`src/rtl/prefix_emit_pkg.sv`:
```
// Shared x86 legacy-prefix decode constants, types and helpers used by the
// prefix encoder and the prefix detector.
package prefix_emit_pkg;

    localparam int unsigned BYTE_W = 8;
    localparam int unsigned SEG_W  = 3;
    localparam int unsigned WIN_W  = 24;
    localparam int unsigned PCNT_W = 2;

    localparam logic [BYTE_W-1:0] PFX_REP  = 8'hF3;
    localparam logic [BYTE_W-1:0] PFX_OPSZ = 8'h66;
    localparam logic [BYTE_W-1:0] PFX_ES   = 8'h26;
    localparam logic [BYTE_W-1:0] PFX_CS   = 8'h2E;
    localparam logic [BYTE_W-1:0] PFX_SS   = 8'h36;
    localparam logic [BYTE_W-1:0] PFX_DS   = 8'h3E;
    localparam logic [BYTE_W-1:0] PFX_FS   = 8'h64;
    localparam logic [BYTE_W-1:0] PFX_GS   = 8'h65;

    typedef enum logic [SEG_W-1:0] {
        SEG_NONE = 3'd0,
        SEG_ES   = 3'd1,
        SEG_CS   = 3'd2,
        SEG_SS   = 3'd3,
        SEG_DS   = 3'd4,
        SEG_FS   = 3'd5,
        SEG_GS   = 3'd6,
        SEG_RSVD = 3'd7
    } seg_e;

    typedef enum logic [2:0] {
        ST_IDLE = 3'd0,
        ST_REP  = 3'd1,
        ST_SEG  = 3'd2,
        ST_OPSZ = 3'd3,
        ST_OPC  = 3'd4
    } state_e;

    typedef struct packed {
        logic              rep;
        seg_e              seg;
        logic              opsize;
        logic [BYTE_W-1:0] opcode;
    } desc_t;

    function automatic logic seg_present(seg_e s);
        return (s != SEG_NONE) && (s != SEG_RSVD);
    endfunction

    function automatic logic [BYTE_W-1:0] seg_byte(seg_e s);
        logic [BYTE_W-1:0] b;
        case (s)
            SEG_ES:  b = PFX_ES;
            SEG_CS:  b = PFX_CS;
            SEG_SS:  b = PFX_SS;
            SEG_DS:  b = PFX_DS;
            SEG_FS:  b = PFX_FS;
            SEG_GS:  b = PFX_GS;
            default: b = 8'h00;
        endcase
        return b;
    endfunction

    // Canonical emission order is REP, SEG, OPSZ, OPC; skip absent prefixes.
    function automatic state_e next_after(state_e st, logic has_seg, logic has_opsz);
        state_e n;
        case (st)
            ST_REP:  n = has_seg ? ST_SEG : (has_opsz ? ST_OPSZ : ST_OPC);
            ST_SEG:  n = has_opsz ? ST_OPSZ : ST_OPC;
            default: n = ST_OPC;
        endcase
        return n;
    endfunction

    function automatic logic [BYTE_W-1:0] emit_byte(state_e st, seg_e s,
                                                     logic [BYTE_W-1:0] opcode);
        logic [BYTE_W-1:0] b;
        case (st)
            ST_REP:  b = PFX_REP;
            ST_SEG:  b = seg_byte(s);
            ST_OPSZ: b = PFX_OPSZ;
            ST_OPC:  b = opcode;
            default: b = 8'h00;
        endcase
        return b;
    endfunction

endpackage

```
`src/rtl/prefix_win_pack.sv`:
```
// Combinational packing of a descriptor into the left-justified 3-byte decode
// window, prefix count and operand-size flag.
module prefix_win_pack
    import prefix_emit_pkg::*;
(
    input  desc_t              desc,
    output logic [WIN_W-1:0]   win_c,
    output logic [PCNT_W-1:0]  pcnt_c,
    output logic               size_c
);

    logic                   has_seg;
    logic [WIN_W+BYTE_W-1:0] seq;

    assign has_seg = seg_present(desc.seg);

    // Prepend prefixes in reverse order so the first emitted byte ends up on top.
    always_comb begin
        seq = {desc.opcode, 24'h000000};
        if (desc.opsize) seq = {PFX_OPSZ, seq[WIN_W+BYTE_W-1:BYTE_W]};
        if (has_seg)     seq = {seg_byte(desc.seg), seq[WIN_W+BYTE_W-1:BYTE_W]};
        if (desc.rep)    seq = {PFX_REP, seq[WIN_W+BYTE_W-1:BYTE_W]};
    end

    assign win_c  = seq[WIN_W+BYTE_W-1:BYTE_W];
    assign pcnt_c = PCNT_W'(desc.rep) + PCNT_W'(has_seg) + PCNT_W'(desc.opsize);
    assign size_c = desc.opsize;

endmodule

```
`src/rtl/prefix_emit.sv`:
```
// Byte-serial x86 legacy-prefix encoder: accepts one descriptor, emits its
// prefixes then opcode one byte per handshake, and presents the decode window.
module prefix_emit
    import prefix_emit_pkg::*;
(
    input  logic              clk,
    input  logic              rst_n,
    input  logic              in_valid,
    output logic              in_ready,
    input  logic              in_rep,
    input  logic [SEG_W-1:0]  in_seg,
    input  logic              in_opsize,
    input  logic [BYTE_W-1:0] in_opcode,
    output logic              out_valid,
    input  logic              out_ready,
    output logic [BYTE_W-1:0] out_byte,
    output logic              out_last,
    output logic [WIN_W-1:0]  out_win,
    output logic [PCNT_W-1:0] out_pcnt,
    output logic              out_size,
    output logic              err_seg
);

    state_e            state;
    seg_e              seg_q;
    logic              opsize_q;
    logic [BYTE_W-1:0] opcode_q;

    desc_t             in_desc;
    logic [WIN_W-1:0]  win_c;
    logic [PCNT_W-1:0] pcnt_c;
    logic              size_c;
    state_e            first_st_c;
    state_e            next_st_c;

    assign in_desc = '{rep: in_rep, seg: seg_e'(in_seg), opsize: in_opsize, opcode: in_opcode};

    prefix_win_pack u_pack (
        .desc   (in_desc),
        .win_c  (win_c),
        .pcnt_c (pcnt_c),
        .size_c (size_c)
    );

    assign first_st_c = in_rep ? ST_REP
                               : next_after(ST_REP, seg_present(in_desc.seg), in_opsize);
    assign next_st_c  = next_after(state, seg_present(seg_q), opsize_q);

    always_ff @(posedge clk or negedge rst_n) begin
        if (!rst_n) begin
            state     <= ST_IDLE;
            seg_q     <= SEG_NONE;
            opsize_q  <= 1'b0;
            opcode_q  <= 8'h00;
            in_ready  <= 1'b1;
            out_valid <= 1'b0;
            out_byte  <= 8'h00;
            out_last  <= 1'b0;
            out_win   <= 24'h000000;
            out_pcnt  <= 2'd0;
            out_size  <= 1'b0;
            err_seg   <= 1'b0;
        end else begin
            err_seg <= 1'b0;
            case (state)
                ST_IDLE: begin
                    if (in_valid) begin
                        seg_q     <= in_desc.seg;
                        opsize_q  <= in_opsize;
                        opcode_q  <= in_opcode;
                        state     <= first_st_c;
                        in_ready  <= 1'b0;
                        out_valid <= 1'b1;
                        out_byte  <= emit_byte(first_st_c, in_desc.seg, in_opcode);
                        out_last  <= (first_st_c == ST_OPC);
                        out_win   <= win_c;
                        out_pcnt  <= pcnt_c;
                        out_size  <= size_c;
                        err_seg   <= (in_desc.seg == SEG_RSVD);
                    end
                end
                ST_OPC: begin
                    if (out_ready) begin
                        state     <= ST_IDLE;
                        in_ready  <= 1'b1;
                        out_valid <= 1'b0;
                        out_last  <= 1'b0;
                    end
                end
                default: begin
                    // Prefix byte held until the consumer takes it.
                    if (out_ready) begin
                        state    <= next_st_c;
                        out_byte <= emit_byte(next_st_c, seg_q, opcode_q);
                        out_last <= (next_st_c == ST_OPC);
                    end
                end
            endcase
        end
    end

endmodule
```
`config.mk`:
```
export PLATFORM = sky130hd
export DESIGN_NAME = prefix_emit
export DESIGN_NICKNAME = d
export VERILOG_FILES = /design/src/rtl/prefix_emit_pkg.sv /design/src/rtl/prefix_win_pack.sv /design/src/rtl/prefix_emit.sv
export SDC_FILE = /design/constraint.sdc
export NUM_CORES = 1
export LEC_CHECK = 0
export BUFFER_PORTS_ARGS = -buffer_cell sky130_fd_sc_hd__buf_2
export CAP_MARGIN = 20
export CORE_MARGIN = 2
export CORE_UTILIZATION = 50
export CTS_CLUSTER_DIAMETER = 150
export DETAILED_ROUTE_END_ITERATION = 12
export MAX_ROUTING_LAYER = met4
export PLACE_DENSITY = 0.84
export SLEW_MARGIN = 5
export SYNTH_ARGS = -nofsm -noshare
export SYNTH_HDL_FRONTEND = slang
export SYNTH_SLANG_ARGS = --single-unit
```
`constraint.sdc`:
```
create_clock -name clk -period 1.9 [get_ports clk]
set_input_delay 0.19 -clock clk [delete_from_list [all_inputs] [get_ports clk]]
set_output_delay 0.19 -clock clk [all_outputs]
set_load 0.02 [all_outputs]
```
* Yosys cells after proc, flatten, opt, wreduce, memory -nomap -nowiden *
Cells that the tools add are included.

storage, ports and cells
  register bits = 53
  input bits = 17
  output and inout bits = 39
  logic and storage cells = 84

cells by class
  $add $sub $neg = 2
  equal/unequal tests = 28
  multiplexer cells = 31
  bitwise operators = 1
  reduce and logical (&&, ||, !) cells = 11

operator list
  cell                count
  $mux 32             3
  $pmux 7 s6          2
  $pmux 8 s4          2
  $eq 3x3->1 const B  10
  $eq 3x2->1 const B  9
  $mux 3              8
  $mux 8              2
  $pmux 8 s2          1
  $eq 3x1->1 const B  5
  $pmux 3 s2          2
  $reduce_and 3->1    3
  $mux 1              8
  $ne 3x3->1 const B  2
  $pmux 1 s2          3
  $reduce_bool 3->1   2
  $ne 2x2->1 const B  2
  $reduce_bool 2->1   2
  $logic_not 3->1     1
  $add 1x1->2         1
  $add 2x1->2         1
  $logic_and 1x1->1   2
  $reduce_and 2->1    1
  $not 1->1           1

* Logic depth before layout (Yosys ltp) *
  depth in word-level cells = 8
  gate-level depth with buffers = 6
  depth with buffers taken out = 5

* Modules after synthesis *
From an unflattened synthesis, not the netlist that was laid out.

unflattened totals
  cell total of the unflattened synthesis = 415
  area total of the unflattened synthesis = 3,276.9 µm²

modules (own cells, without submodules)
  module           instances  cells each  area each (µm²)  seq. area each (µm²)
  prefix_emit      1          303         2,605.0          1,352.5
  prefix_win_pack  1          112         671.9            0.0

* Least setup slack after synthesis *
No wires, ideal clock.

  path kind = register -> register
  start point = register state[1]
  end point = register out_win[5]
  library setup time = 0.126 ns
  arrival = 1.564 ns
  setup slack = 0.210 ns
  stages on the path, launching flop included = 5
  path buffers = 2
  period minus slack after synthesis = 1.690 ns
  cell sequence = dfrtp_1 -> or4b_1 -> buf_2 -> buf_2 -> a221o_1

on the way
  word-level cells in the longest chain between the ends = 2

RTL lines
  item                               RTL line           source
  from (decl)                        prefix_emit.sv:24  state_e state;
  from (signal assigned)             prefix_emit.sv:71  state <= first_st_c;
  from (signal assigned)             prefix_emit.sv:93  state <= next_st_c;
  $logic_not 3->1                    prefix_emit.sv:65  case (state)
  $reduce_and 2->1 (no source line)  n/a
  to (signal assigned)               prefix_emit.sv:76  out_win <= win_c;
  to (decl)                          prefix_emit.sv:18  output logic [WIN_W-1:0] out_win,

Every way passes these cells.
A chain may end at the register's enable or synchronous reset.

* Worst setup path in the final report *
  start point = register state[1]
  end point = register out_byte[4]

on the way
  word-level cells in the longest chain between the ends = 6
  elaborated cells between the ends (all ways) = 16

RTL lines
  item                                      RTL line               source
  $eq 3x2->1 or $eq 3x1->1 (tied branches)  prefix_emit_pkg.sv:66  case (st)
  $pmux 3 s2                                prefix_emit_pkg.sv:66
  $eq 3x3->1 (tied with other cells)        prefix_emit_pkg.sv:77  case (st)
  $pmux 8 s4                                prefix_emit_pkg.sv:77
  $mux 8                                    prefix_emit.sv:92      if (out_ready) begin
  $pmux 8 s2                                prefix_emit.sv:65
  to (signal assigned)                      prefix_emit.sv:74      out_byte <= emit_byte(first_st_c, in_desc.seg, in_opcode);
  to (signal assigned)                      prefix_emit.sv:94      out_byte <= emit_byte(next_st_c, seg_q, opcode_q);
  to (decl)                                 prefix_emit.sv:16      output logic [BYTE_W-1:0] out_byte,

Parallel ways exist; a longest one is shown, timed or not. The select of a mux whose other input is x is not followed.

==> summary.txt <==
Status
  – Status: complete, no violations

Logic synthesis
  – Post-synthesis cell count: 315
  – XOR/XNOR Fraction of Synth Area: 0.6176%
  – Main combinational cell family by area after synthesis: compound AO/OA/AOI/OAI gates
  – Synthesized flop and latch total: 53
  – Simple-gate portion of the synthesized area: 21.00%
  – Multiplexer share of the synthesized area: 1.456%
  – Post-Synth Adder-Cell Area: 1.412%
  – EDFF count, synth: 0
  – Syn_nets: 333
  – Post-synth top flop: dfrtp_1
  – Yosys cell types: 65
  – Sequential area share after synthesis: 46.80%
  – Mean Syn Cell Area: 9.005 um2
  – Post-Syn Area: 2836 um2
  – Complex-gate fraction of the synthesized area: 24.22%
  – Yosys warns: 0
  – Async S/R FF share, synth: 100.0%

CTS
  – TritonCTS clock tree: yes
  – CTS buffer count: 5
  – Skew-Pair Late Insertion Delay: 300 ps
  – Post-CTS Resized: 0
  – Worst-path clk slew: 100 ps
  – Longest Clk Path Bufs: 2
  – Root Buffer: clkbuf_8
  – CTS H-tree lvls: 2
  – Sink Count: 53

STA
  – Final Cycle Share: 94.45%
  – Setup TNS: 0 ps
  – Max Slew Vio Count: 0
  – Fin. Hold Viols: 0
  – Post-route minimum period: 1794 ps
  – Fmax: 0.5573 GHz
  – Final setup violation count: 0
  – Unrepaired setup endpoints after global routing: false
  – Max-slew headroom: 56.75%
  – Final Skew: 7.076 ps
  – Worst-margin pin slew: 646.4 ps
  – Worst hold margin: 113.2 ps
  – Worst setup margin: 105.5 ps

Final layout
  – Finished Layout Cells: 451
  – Util after Layout: 62.26%
  – Area of the multi-input gates: 1390 um2
  – Fillers: 478
  – Final Cell Area: 3428 um2
  – Area grow syn2layout: 20.86%
  – Ratio of cells with drive above 1 in the final layout: 25.59%
  – # nets final: 397
  – Antenna diodes: 0
  – Sequential Area: 1328 um2

Power
  – Static Leak: 1.562 nW
  – Flop pwr share: 34.3%
  – Net Sw Power: 2.538 mW
  – Worst vdd ir: 805.3 uV
  – Overall Power: 5.761 mW
  – Switching Fraction: 44.05%
  – PD cells: 1681 nW/um2
  – Share of power burned in the clock network: 13.4%
  – Combinational Power Share: 52.3%
  – Internal power: 3.223 mW

Worst setup path
  – Critical path class: reg2reg
  – R2r worst-path depth: 5
  – Crit path max fanout: 34
  – Critical Path End: out_byte[4]$_DFFE_PN0P_
  – Crit path DAT: 2010 ps
  – CP max stage delay: 590 ps
  – CP required: 2120 ps
  – Slowest-stage cell, CP: or4b_1
  – Reg-to-reg endpoint: out_byte[4]$_DFFE_PN0P_
  – Reg2Reg Launch Point: state[1]$_DFFE_PN0P_
  – CP Launch Type: flop
  – Worst Setup End Kind: flop
  – CP delay by family, top: simple AND/OR/NAND/NOR gates
  – CP startpoint: state[1]$_DFFE_PN0P_
  – Worst R2R Setup Slack: 110 ps
  – WP depth: 5
  – Worst Path Buf+Inv: 1
  – Worst path cell trace: or4b_1, buf_12, nand2_1, nor2_1, a211oi_1

Routing
  – Met2 wire length: 3.733 mm
  – WL per Instance: 16.77 um
  – Top Metal Used: met4
  – Initial DRC count: 211
  – DRT Wirelength: 7.565 mm
  – Vias: 2717
  – Antenna-violating nets left: 0
  – DRC errors left: 0
  – Met3 wire length: 471 um
  – Metal-1 WL: 3.191 mm
  – Via density: 6.024
  – Router iterations before antenna repair: 5

Placed design
  – GPL Wtd Cong: 0.9131
  – Detailed Place HPWL: 5.557 mm
  – Area after detailed placement: 3303 um2
  – Placed cells: 442
  – Input/output buffers: 55
  – Dpl ws: 61.97 ps

Floorplanning
  – Initial Utilization: 51.51%
  – Die area: 6292 um2
  – # IOs: 56
  – Placeable core area: 5507 um2
  – # rows: 27
  – Width of the die: 79.32 um
  – Die height: 79.32 um

Global route
  – GRT Residual Overflow: 0
  – Number of global-route vias before repair: 2500
  – Largest net degree at the start of global routing: 35
  – Total global routing track utilization: 26.33%
  – First-pass GRT wire length: 12.48 mm
  – Initial antenna violation count: 0

Worst hold path
  – Worst hold path type: in2reg

Job
  – Max cap viols: 0
cell usage after synthesis (all sizes together), types with 3 or more instances:
master,count,area (um2)
nand2,63,236.5
dfrtp,52,1301
a21oi,27,150.2
nor2,25,93.84
o21ai,19,95.09
buf,14,67.57
clkbuf,8,30.03
nand3,8,40.04
inv,7,26.28
o211ai,7,52.55
a31oi,5,31.28
nand2b,4,25.02
nor3,4,31.28
o21a,4,30.03
o31ai,4,30.03
a211oi,3,22.52
mux2i,3,30.03
how the worst min path moves through the flow:
stage,start,end,cells after the start
after global routing,in_opcode[7],opcode_q[7]$_DFFE_PN0P_,3
after floorplan,rst_n,err_seg$_DFF_PN0_,0
after CTS,in_opcode[7],opcode_q[7]$_DFFE_PN0P_,3
after detailed placement,rst_n,out_valid$_DFFE_PN0P_,1
after global placement,rst_n,out_valid$_DFFE_PN0P_,1
final,in_opcode[7],opcode_q[7]$_DFFE_PN0P_,3
worst min-delay path: stages:
cell and delay [ps]:
buf_2 100, nand2_1 50, nand2_1 50
area by class of cell:
class | count | share of cell area [%]
inverter | 8 | 0.8759
multi-input combinational | 232 | 40.55
tap | 72 | 2.628
clock buffer | 5 | 2.007
clock inverter | 2 | 1.131
timing repair buffer | 79 | 14.09
sequential | 53 | 38.72
routing by layer:
metal | vias up | GRT usage [%]
met1 | 1309 | 35.85
met2 | 123 | 40.68
met3 | 18 | 3.864
met5 | - | -
li1 | 1267 | -
met4 | 0 | 9.310
logic make-up (layout without fill, tap and decap cells):
logic type                 count (synthesis)  in the layout
AOI/OAI and AO/OA                         99             99
xor gates and xnor gates                   2              2
adders and majority gates                  3              3
buffers and inverters                     30             94
DFF                                       53             53
muxes                                      4              4
and+or+nand+nor                          124            124
flip-flops by register name, summed over array words and instances, names as in the netlist:
signal     count
in_ready       1
err_seg        1
out_pcnt       2
out_byte       8
state          3
out_valid      1
seg_q          3
out_win       24
out_last       1
opsize_q       1
opcode_q       8
layout by cell type (no fill, tap or decap), drive strengths merged, types with 3 or more instances in the layout:
cell type | netlist | layout
nand3 | 8 | 8
inv | 7 | 8
nand2b | 4 | 4
o21a | 4 | 4
a31oi | 5 | 5
mux2i | 3 | 3
o31ai | 4 | 4
dfrtp | 52 | 52
a211oi | 3 | 3
o21ai | 19 | 19
o211ai | 7 | 7
buf | 14 | 78
a21oi | 27 | 27
nand2 | 63 | 63
nor3 | 4 | 4
clkbuf | 8 | 5
nor2 | 25 | 25
what timing repair did:
item	4_1_cts	5_1_grt
endpoints found under the hold margin	23	0
setup buffers	0	1
hold buffers	1	0
setup endpoints to repair	0	1
power by group through the flow:
stage	Clock, mW	Sequential (mW)	Combinational, mW
2_1_floorplan	0	2.41	1.51
3_3_place_gp	0	1.98	2.92
3_5_place_dp	0	2.00	2.99
4_1_cts	0.778	1.98	3.00
5_1_grt	0.827	2.04	3.31
6_report	0.770	1.98	3.01
Power figures use the tool's default switching activity.
